$ cat config.mk
export PLATFORM = sky130hd
export DESIGN_NAME = apb_adapter_reg_ws
export DESIGN_NICKNAME = d
export VERILOG_FILES = /design/src/rtl/apb_pkg.sv /design/src/rtl/reg_timeout_counter.sv /design/src/rtl/apb_adapter_reg_ws.sv
export SDC_FILE = /design/constraint.sdc
export NUM_CORES = 1
export LEC_CHECK = 0
export ABC_CLOCK_PERIOD_IN_PS = 2390
export CORE_ASPECT_RATIO = 2
export CORE_MARGIN = 2
export CORE_UTILIZATION = 41
export CTS_CLUSTER_SIZE = 30
export DETAILED_ROUTE_END_ITERATION = 10
export PLACE_DENSITY_LB_ADDON = 0.15
export SYNTH_ARGS = -nofsm -noshare
export SYNTH_HDL_FRONTEND = slang
export SYNTH_SLANG_ARGS = --single-unit
$ cat constraint.sdc
create_clock -name clk_i -period 2.39 [get_ports clk_i]
set_clock_uncertainty 0.05 [all_clocks]
set_input_delay 0.239 -clock clk_i [delete_from_list [all_inputs] [get_ports clk_i]]
set_output_delay 0.239 -clock clk_i [all_outputs]
set_load 0.01 [all_outputs]
$ cat src/rtl/apb_pkg.sv
// -----------------------------------------------------------------------------
// apb_pkg
// Shared APB types for the APB-to-register bridges.
//   apb_h2d_t            : host-to-device request (psel, penable, pwrite,
//                          paddr, pwdata, pstrb)
//   apb_d2h_t            : device-to-host response (pready, prdata, pslverr)
//   apb_adapter_state_e  : state encoding of the wait-state adapter
//   ApbAdapterTimeoutDefault : default ack timeout in cycles
// -----------------------------------------------------------------------------
package apb_pkg;

    localparam int unsigned ApbAw = 32;
    localparam int unsigned ApbDw = 32;
    localparam int unsigned ApbBw = ApbDw / 8;

    localparam int unsigned ApbAdapterTimeoutDefault = 16;

    typedef struct packed {
        logic             psel;
        logic             penable;
        logic             pwrite;
        logic [ApbAw-1:0] paddr;
        logic [ApbDw-1:0] pwdata;
        logic [ApbBw-1:0] pstrb;
    } apb_h2d_t;

    typedef struct packed {
        logic             pready;
        logic [ApbDw-1:0] prdata;
        logic             pslverr;
    } apb_d2h_t;

    typedef enum logic [1:0] {
        AdIdle   = 2'd0,
        AdAccess = 2'd1,
        AdResp   = 2'd2
    } apb_adapter_state_e;

endpackage

$ cat src/rtl/reg_timeout_counter.sv
// -----------------------------------------------------------------------------
// reg_timeout_counter
// Counts cycles while enabled and flags the cycle in which the Limit-th
// enabled cycle is reached. Limit = 0 disables expiry entirely.
//   clk_i     : clock
//   rst_i     : synchronous reset, active-high
//   clear_i   : return count to zero (dominates enable)
//   enable_i  : count this cycle
//   expired_o : high during the Limit-th consecutive enabled cycle
// -----------------------------------------------------------------------------
module reg_timeout_counter #(
    parameter int unsigned Limit = 16
) (
    input  logic clk_i,
    input  logic rst_i,
    input  logic clear_i,
    input  logic enable_i,
    output logic expired_o
);

    generate
        if (Limit == 0) begin : g_disabled
            logic unused_inputs;
            assign unused_inputs = clk_i ^ rst_i ^ clear_i ^ enable_i;
            assign expired_o     = 1'b0;
        end else begin : g_count
            localparam int unsigned CntW = $clog2(Limit + 1);

            logic [CntW-1:0] cnt_q, cnt_d;

            // The count equals the number of enabled cycles already completed,
            // so the Limit-th cycle is the one where the count is Limit-1.
            assign expired_o = enable_i && (cnt_q == CntW'(Limit - 1));

            always_comb begin
                cnt_d = cnt_q;
                if (clear_i) begin
                    cnt_d = '0;
                end else if (enable_i && !expired_o) begin
                    cnt_d = cnt_q + 1'b1;
                end
            end

            always_ff @(posedge clk_i) begin
                if (rst_i) begin
                    cnt_q <= '0;
                end else begin
                    cnt_q <= cnt_d;
                end
            end
        end
    endgenerate

endmodule

$ cat src/rtl/apb_adapter_reg_ws.sv
// -----------------------------------------------------------------------------
// apb_adapter_reg_ws
// APB slave to level-request register interface, with wait states, an ack
// timeout and an address-range check that answer with PSLVERR.
//   clk_i / rst_i : clock, synchronous active-high reset
//   apb_i / apb_o : APB request / response
//   re_o / we_o   : read / write request, level, held until ack or timeout
//   addr_o        : registered word-aligned address
//   wdata_o       : registered write data
//   wstrb_o       : registered byte strobes (zero for reads)
//   rdata_i       : read data, sampled with ack_i
//   error_i       : target error, sampled with ack_i
//   ack_i         : target completion (may arrive in the first request cycle)
//   timeout_o     : one-cycle pulse when the ack timeout fires
// -----------------------------------------------------------------------------
module apb_adapter_reg_ws
    import apb_pkg::*;
#(
    parameter int unsigned RegAw         = 8,
    parameter int unsigned RegDw         = 32,
    parameter int unsigned RegBw         = RegDw / 8,
    parameter int unsigned AddrLimit     = 2 ** RegAw,
    parameter int unsigned TimeoutCycles = ApbAdapterTimeoutDefault
) (
    input  logic             clk_i,
    input  logic             rst_i,
    input  apb_h2d_t         apb_i,
    output apb_d2h_t         apb_o,
    output logic             re_o,
    output logic             we_o,
    output logic [RegAw-1:0] addr_o,
    output logic [RegDw-1:0] wdata_o,
    output logic [RegBw-1:0] wstrb_o,
    input  logic [RegDw-1:0] rdata_i,
    input  logic             error_i,
    input  logic             ack_i,
    output logic             timeout_o
);

    apb_adapter_state_e state_q, state_d;
    logic               pwrite_q, pwrite_d;
    logic [RegAw-1:0]   addr_q, addr_d;
    logic [RegDw-1:0]   wdata_q, wdata_d;
    logic [RegBw-1:0]   wstrb_q, wstrb_d;
    logic [RegDw-1:0]   prdata_q, prdata_d;
    logic               pslverr_q, pslverr_d;
    logic               timeout_q, timeout_d;

    logic setup;
    logic addr_err;
    logic expired;
    logic in_access;

    // Byte-lane bits of paddr are dropped by word alignment.
    logic unused_paddr;
    assign unused_paddr = ^apb_i.paddr[1:0];

    assign setup     = apb_i.psel && !apb_i.penable;
    assign in_access = (state_q == AdAccess);

    // Bits above the decoded window are checked separately so an alias of an
    // in-range address can never slip past the limit compare.
    assign addr_err = ({1'b0, apb_i.paddr} >= (ApbAw + 1)'(AddrLimit))
                   || (|apb_i.paddr[ApbAw-1:RegAw]);

    reg_timeout_counter #(
        .Limit (TimeoutCycles)
    ) u_timeout (
        .clk_i     (clk_i),
        .rst_i     (rst_i),
        .clear_i   (!in_access),
        .enable_i  (in_access),
        .expired_o (expired)
    );

    always_comb begin
        state_d   = state_q;
        pwrite_d  = pwrite_q;
        addr_d    = addr_q;
        wdata_d   = wdata_q;
        wstrb_d   = wstrb_q;
        prdata_d  = prdata_q;
        pslverr_d = pslverr_q;
        timeout_d = 1'b0;

        unique case (state_q)
            AdIdle: begin
                if (setup) begin
                    if (addr_err) begin
                        // Out-of-window: answer straight away, never touch
                        // the register side.
                        state_d   = AdResp;
                        pslverr_d = 1'b1;
                        prdata_d  = '0;
                    end else begin
                        state_d  = AdAccess;
                        pwrite_d = apb_i.pwrite;
                        addr_d   = {apb_i.paddr[RegAw-1:2], 2'b00};
                        wdata_d  = apb_i.pwdata[RegDw-1:0];
                        wstrb_d  = apb_i.pwrite ? apb_i.pstrb[RegBw-1:0] : '0;
                    end
                end
            end

            AdAccess: begin
                // Ack is tested first so an ack in the expiry cycle wins.
                // If the master has already abandoned the transfer (psel low)
                // the result is dropped and we go straight back to Idle.
                if (ack_i) begin
                    prdata_d  = pwrite_q ? '0 : rdata_i;
                    pslverr_d = error_i;
                    state_d   = apb_i.psel ? AdResp : AdIdle;
                end else if (expired) begin
                    prdata_d  = '0;
                    pslverr_d = 1'b1;
                    timeout_d = 1'b1;
                    state_d   = apb_i.psel ? AdResp : AdIdle;
                end
            end

            AdResp: begin
                state_d   = AdIdle;
                prdata_d  = '0;
                pslverr_d = 1'b0;
            end

            default: begin
                state_d = AdIdle;
            end
        endcase
    end

    always_ff @(posedge clk_i) begin
        if (rst_i) begin
            state_q   <= AdIdle;
            pwrite_q  <= 1'b0;
            addr_q    <= '0;
            wdata_q   <= '0;
            wstrb_q   <= '0;
            prdata_q  <= '0;
            pslverr_q <= 1'b0;
            timeout_q <= 1'b0;
        end else begin
            state_q   <= state_d;
            pwrite_q  <= pwrite_d;
            addr_q    <= addr_d;
            wdata_q   <= wdata_d;
            wstrb_q   <= wstrb_d;
            prdata_q  <= prdata_d;
            pslverr_q <= pslverr_d;
            timeout_q <= timeout_d;
        end
    end

    // Requests follow the state register directly, so a reset drops them on
    // the same edge that returns the FSM to Idle.
    assign re_o      = in_access && !pwrite_q;
    assign we_o      = in_access && pwrite_q;
    assign addr_o    = addr_q;
    assign wdata_o   = wdata_q;
    assign wstrb_o   = wstrb_q;
    assign timeout_o = timeout_q;

    // Response fields are forced to zero outside the pready cycle, which also
    // hides any result left behind by an abandoned transfer.
    always_comb begin
        apb_o         = '0;
        apb_o.pready  = (state_q == AdResp);
        apb_o.prdata  = apb_o.pready ? ApbDw'(prdata_q) : '0;
        apb_o.pslverr = apb_o.pready && pslverr_q;
    end

endmodule

## After elaboration in Yosys (flattened, before gate mapping)

Index checks and enable logic that the tools add are counted.

- Logic and storage cells: 57
- Bits in registers: 84
- Output and inout port bits: 81
- Input bits: 107

- Reductions and logical operators: 18
- $add $sub $neg: 1
- Bitwise logic cells: 2
- Equal/unequal tests: 6
- Mux-type cells: 20
- Magnitude comparators: 1

Operators by type and width:

| kind | count |
|---|---|
| two-way mux 32 bit | 6 |
| case mux 32 bit (3 select lines) | 1 |
| greater-or-equal comparator 32 x 9 -> 1 bit (second input constant) | 1 |
| OR reduction 24 bit | 1 |
| two-way mux 2 bit | 5 |
| logical AND 1 bit | 6 |
| adder 5 x 1 -> 5 bit (second input constant) | 1 |
| equality test 5 x 4 -> 1 bit (second input constant) | 1 |
| two-way mux 1 bit | 5 |
| two-way mux 4 bit | 1 |
| != test 2 bit (second input constant) | 2 |
| case mux 2 bit (2 select lines) | 1 |
| AND reduction 4 bit | 1 |
| zero test 1 bit | 3 |
| != test 3 x 2 -> 1 bit (second input constant) | 1 |
| case mux 1 bit (3 select lines) | 1 |
| AND reduction 3 bit | 1 |
| nonzero test 3 bit | 1 |
| OR reduction 3 bit | 1 |
| equality test 2 x 1 -> 1 bit (second input constant) | 1 |
| equality test 2 bit (second input constant) | 1 |
| zero test 2 bit | 1 |
| NOT 1 bit | 2 |
| AND reduction 2 bit | 1 |
| other kinds (2) | 2 |

## Depth between registers and ports, before layout

- Word-level depth: 5
- Depth in mapped cells: 9
- Gate-level depth less buffers: 7

## Hierarchy

A second synthesis with hierarchy kept.

- Cell total of the unflattened synthesis: 385
- Area, all modules: 3,717.3 um2

By module, submodules not included:

| module | area an instance (um2) | times used | seq. area each (um2) | cells each |
|---|---|---|---|---|
| apb_adapter_reg_ws | 3,468.3 | 1 | 1,581.5 | 358 |
| reg_timeout_counter | 249.0 | 1 | 100.1 | 27 |

## Worst setup path after synthesis

No wires, ideal clock.

- Path kind: register to register
- Start point: reg u_timeout.g_count.cnt_q[0]
- End point: reg pslverr_q
- Cell stages (with the launch flop): 9
- Path slack: 0.347 ns
- Required time: 2.217 ns
- Setup time: 0.123 ns
- Path buffers: 1
- Arrival: 1.870 ns
- Period minus slack after synthesis: 2.043 ns
- Cell sequence: dfxtp_1 -> ha_1 -> and3_1 -> ha_1 -> buf_2 -> nor3b_1 -> a21oi_1 -> o221ai_4 -> mux2_1

- Cells in the longest elaborated chain, start to end: 4

Ends and longest elaborated chain:

| item | line | RTL |
|---|---|---|
| start: declaration | reg_timeout_counter.sv:29 | `logic [CntW-1:0] cnt_q, cnt_d;` |
| start signal: assignment | reg_timeout_counter.sv:48 | `cnt_q <= cnt_d;` |
| equality test 5 x 4 -> 1 bit | reg_timeout_counter.sv:33 | `assign expired_o = enable_i && (cnt_q == CntW'(Limit - 1));` |
| logical AND 1 bit | reg_timeout_counter.sv:33 |  |
| != test 3 x 2 -> 1 bit (no line) | n/a |  |
| AND reduction 4 bit (no line) | n/a |  |
| end signal: assignment | apb_adapter_reg_ws.sv:150 | `pslverr_q <= pslverr_d;` |
| end: declaration | apb_adapter_reg_ws.sv:46 | `logic pslverr_q, pslverr_d;` |

No other way between the ends.
A chain may end at the register's enable or synchronous reset.

## Final worst setup path

- Start point: reg u_timeout.g_count.cnt_q[0]
- End point: reg prdata_q[8]

- Cells in the longest elaborated chain, start to end: 4

Ends and longest elaborated chain:

| item | line | RTL |
|---|---|---|
| equality test 5 x 4 -> 1 bit | reg_timeout_counter.sv:33 |  |
| logical AND 1 bit | reg_timeout_counter.sv:33 |  |
| != test 3 x 2 -> 1 bit (no line) | n/a |  |
| AND reduction 4 bit (no line) | n/a |  |
| end signal: assignment | apb_adapter_reg_ws.sv:149 | `prdata_q <= prdata_d;` |
| end: declaration | apb_adapter_reg_ws.sv:45 | `logic [RegDw-1:0] prdata_q, prdata_d;` |

No other way between the ends.

==> impl_metrics.tcl <==
set metrics [dict create \
    initial_core_util 0.417 \
    min_to "u_timeout.g_count.cnt_q[1]$_SDFFE_PP0P_" \
    grt_max_degree 80 \
    worst_pin_slew_ns 0.749 \
    cts_sinks 84 \
    synth_top_cell_by_area "dfxtp_1" \
    area_delta_synth_final_pct 55.3 \
    setup_viol 0 \
    crit_arrival_ns 2.41 \
    r2r-end "prdata_q[8]$_SDFFE_PP0P_" \
    die_w_um 72.9 \
    synth_edf_count 0 \
    status "finished clean" \
    vdd_drop_max_v 0.000383 \
    cpMostUsedCell "ha_1" \
    diodes 0 \
    path_cells "ha_1 -> and3_1 -> ha_1 -> nor3b_1 -> a21oi_1 -> o221ai_4 -> buf_12 -> mux2i_1" \
    ant_nets 0 \
    required_ns 2.60 \
    core_um2 9320 \
    cts-resized-gates 0 \
    max_clock_freq_ghz 0.455 \
    drive_above_1_share 0.0536 \
    endpoint_kind "flip-flop" \
    ys_warn_count 0 \
    synthCells 447 \
    dieArea_um2 10300 \
    hpwlAfterDp_mm 7.83 \
    maxSlewHeadroom 0.501 \
    power.density_nw_per_um2 521 \
    final_util 0.648 \
    synthFlopType "dfxtp_1" \
    vias_per_cell 5.31 \
    stdcell_area_um2 6040 \
    drc_errors 0 \
    grt_pass1_wl_mm 18.0 \
    finalNetCount 723 \
    firstDrtPassIters 4 \
    finalPower_uw 3150 \
    rsz0062_at_grt "no" \
    wl_mm 11.1 \
    clock_path_buffers 2 \
    cap_viol_max_count 0 \
    startpoint_type "flip-flop" \
    grt_pass1_vias 3798 \
    place.gp.congestion 0.774 \
    globalRoute.totalOverflow 0 \
    tritoncts "built" \
    cts_root_buf "clkbuf_16" \
    async_flop_share 0 \
    finalHoldViolCount 0 \
    dpl-instance-area_um2 5760 \
    wl_per_cell_um 15.5 \
    hold_buffers 0 \
    synth_common_cells "84 x dfxtp_1, 45 x a21oi_1, 40 x nand4_1, 40 x o21ai_0, 39 x nand2_1" \
    rows 50 \
    avgSynthCellArea_um2 8.71 \
    yosys.area.top_type_share 0.432 \
    fin_crit_ns 2.20 \
    finalMaxSlewViolations 0 \
    cp_slowest_cell "dfxtp_1" \
    whs_path_depth 3 \
    worstRegToRegCells 8 \
    vias 3824 \
    ys_seq_elements 84 \
    p_leak_uw 0.00215 \
    post_cts_buffers 0 \
    synthesis.area_um2 3890 \
    dieHeight_um 142 \
    antenna_found_initial 0 \
    crit-reg2reg-launch "u_timeout.g_count.cnt_q[0]$_SDFFE_PP0P_" \
    setup_tns_ns 0 \
    max_stage_delay_ns 0.33 \
    fin_crit_sh 0.919 \
    clk_pin_slew_worst_paths_ns 0.06 \
    clock_latency_ns 0.34 \
    hold_path_startpoint "rst_i" \
    holdCritPathClass "primary input to flip-flop" \
    io_buffers 183 \
    synth_area_leaders "dfxtp_1 43%, mux2i_1 8.5%, nand4_1 6.4%, a21oi_1 5.8%, and2_1 5.6%" \
    cp_max_fo 32 \
    io_pins 188 \
    path_class "flip-flop to flip-flop" \
    synth_most_common_cell "dfxtp_1" \
    drtIter0Drc 84 \
    cts-htree-levels 3 \
    synth.distinct_cells 36 \
    grt_usage 0.219 \
    seq_area_frac_synth 0.432 \
    rrSetupSlack_ns 0.19 \
    cts_made_buffers 9 \
]
[worst max path at each step]
stage                                            startpoint                  endpoint  slack, ns
floorplan           u_timeout.g_count.cnt_q[0]$_SDFFE_PP0P_    pslverr_q$_SDFFE_PP0P_       0.35
global placement                                  apb_i[63]   wstrb_o[3]$_SDFFE_PP0P_       0.19
detailed placement                                apb_i[63]   wstrb_o[2]$_SDFFE_PP0P_       0.11
CTS                                 state_q[0]$_SDFFE_PP0P_                  apb_o[7]       0.16
global route        u_timeout.g_count.cnt_q[0]$_SDFFE_PP0P_  prdata_q[9]$_SDFFE_PP0P_       0.02
finish              u_timeout.g_count.cnt_q[0]$_SDFFE_PP0P_  prdata_q[8]$_SDFFE_PP0P_       0.19
[cell type report]
class,count,area [um2]
fill,841,3280
multi-input combinational,316,1980
timing repair buffer,196,1950
sequential,84,1680
clock buffer,12,236
tap,104,130
clock inverter,4,50.0
inverter,4,15.0
[sequential cells by signal, summed over array words and instances (netlist names)]
| register | flops |
|---|---|
| pwrite_q | 1 |
| timeout_o | 1 |
| addr_o | 6 |
| wdata_o | 32 |
| state_q | 2 |
| u_timeout.g_count.cnt_q | 5 |
| wstrb_o | 4 |
| prdata_q | 32 |
| pslverr_q | 1 |
[report_power, final]
part           switching, uW  internal, uW  total, uW
Clock                    552           809       1360
Combinational            151           229        381
Sequential              2.72          1400       1410
Total                    706          2440       3150
[placed cells by master, fill, tap and decap left out, drive strengths merged, types with 12 or more instances in the layout]
cell / count
mux2i: 33
o21ai: 44
and2: 35
nand2: 39
buf: 14
clkdlybuf4s50: 182
nand4: 40
dfxtp: 84
clkbuf: 12
nand2b: 34
a21oi: 45
[metrics by stage]
| step | setup slack, ns | hold WS, ns | instances |
|---|---|---|---|
| finish | 0.193 | 0.374 | 720 |
| global route | 0.0241 | 0.404 | 720 |
| CTS | 0.162 | 0.369 | 720 |
| detailed placement | 0.110 | 0.416 | 704 |
| global placement | 0.186 | 0.406 | 704 |
| floorplan | 0.347 | 0.265 | 448 |
[kinds of logic after synthesis]
family | synth area share
AO/OA/AOI/OAI | 0.128
adder cells (fa/ha/maj) | 0.0161
multiplexers | 0.0878
buffers and inverters | 0.0617
other | 0.000964
XOR/XNOR | 0.00675
AND/OR/NAND/NOR | 0.267
flip-flops | 0.432
[layer usage]
layer  vias up  track usage  part of all wire
met1      1762        0.240              0.39
met5         -            0                 0
li1       1882            -                 -
met2       157        0.380              0.51
met3        23       0.0675             0.075
met4         0       0.0926             0.030
[critical path, delay by kind of cell, from the launching register on]
family,cells,cell delay (ns)
AO/OA/AOI/OAI,2,0.29
adder cells (fa/ha/maj),2,0.41
buffers and inverters,1,0.28
flip-flops,1,0.33
multiplexers,1,0.23
AND/OR/NAND/NOR,2,0.51
Power figures use the tool's default switching activity.
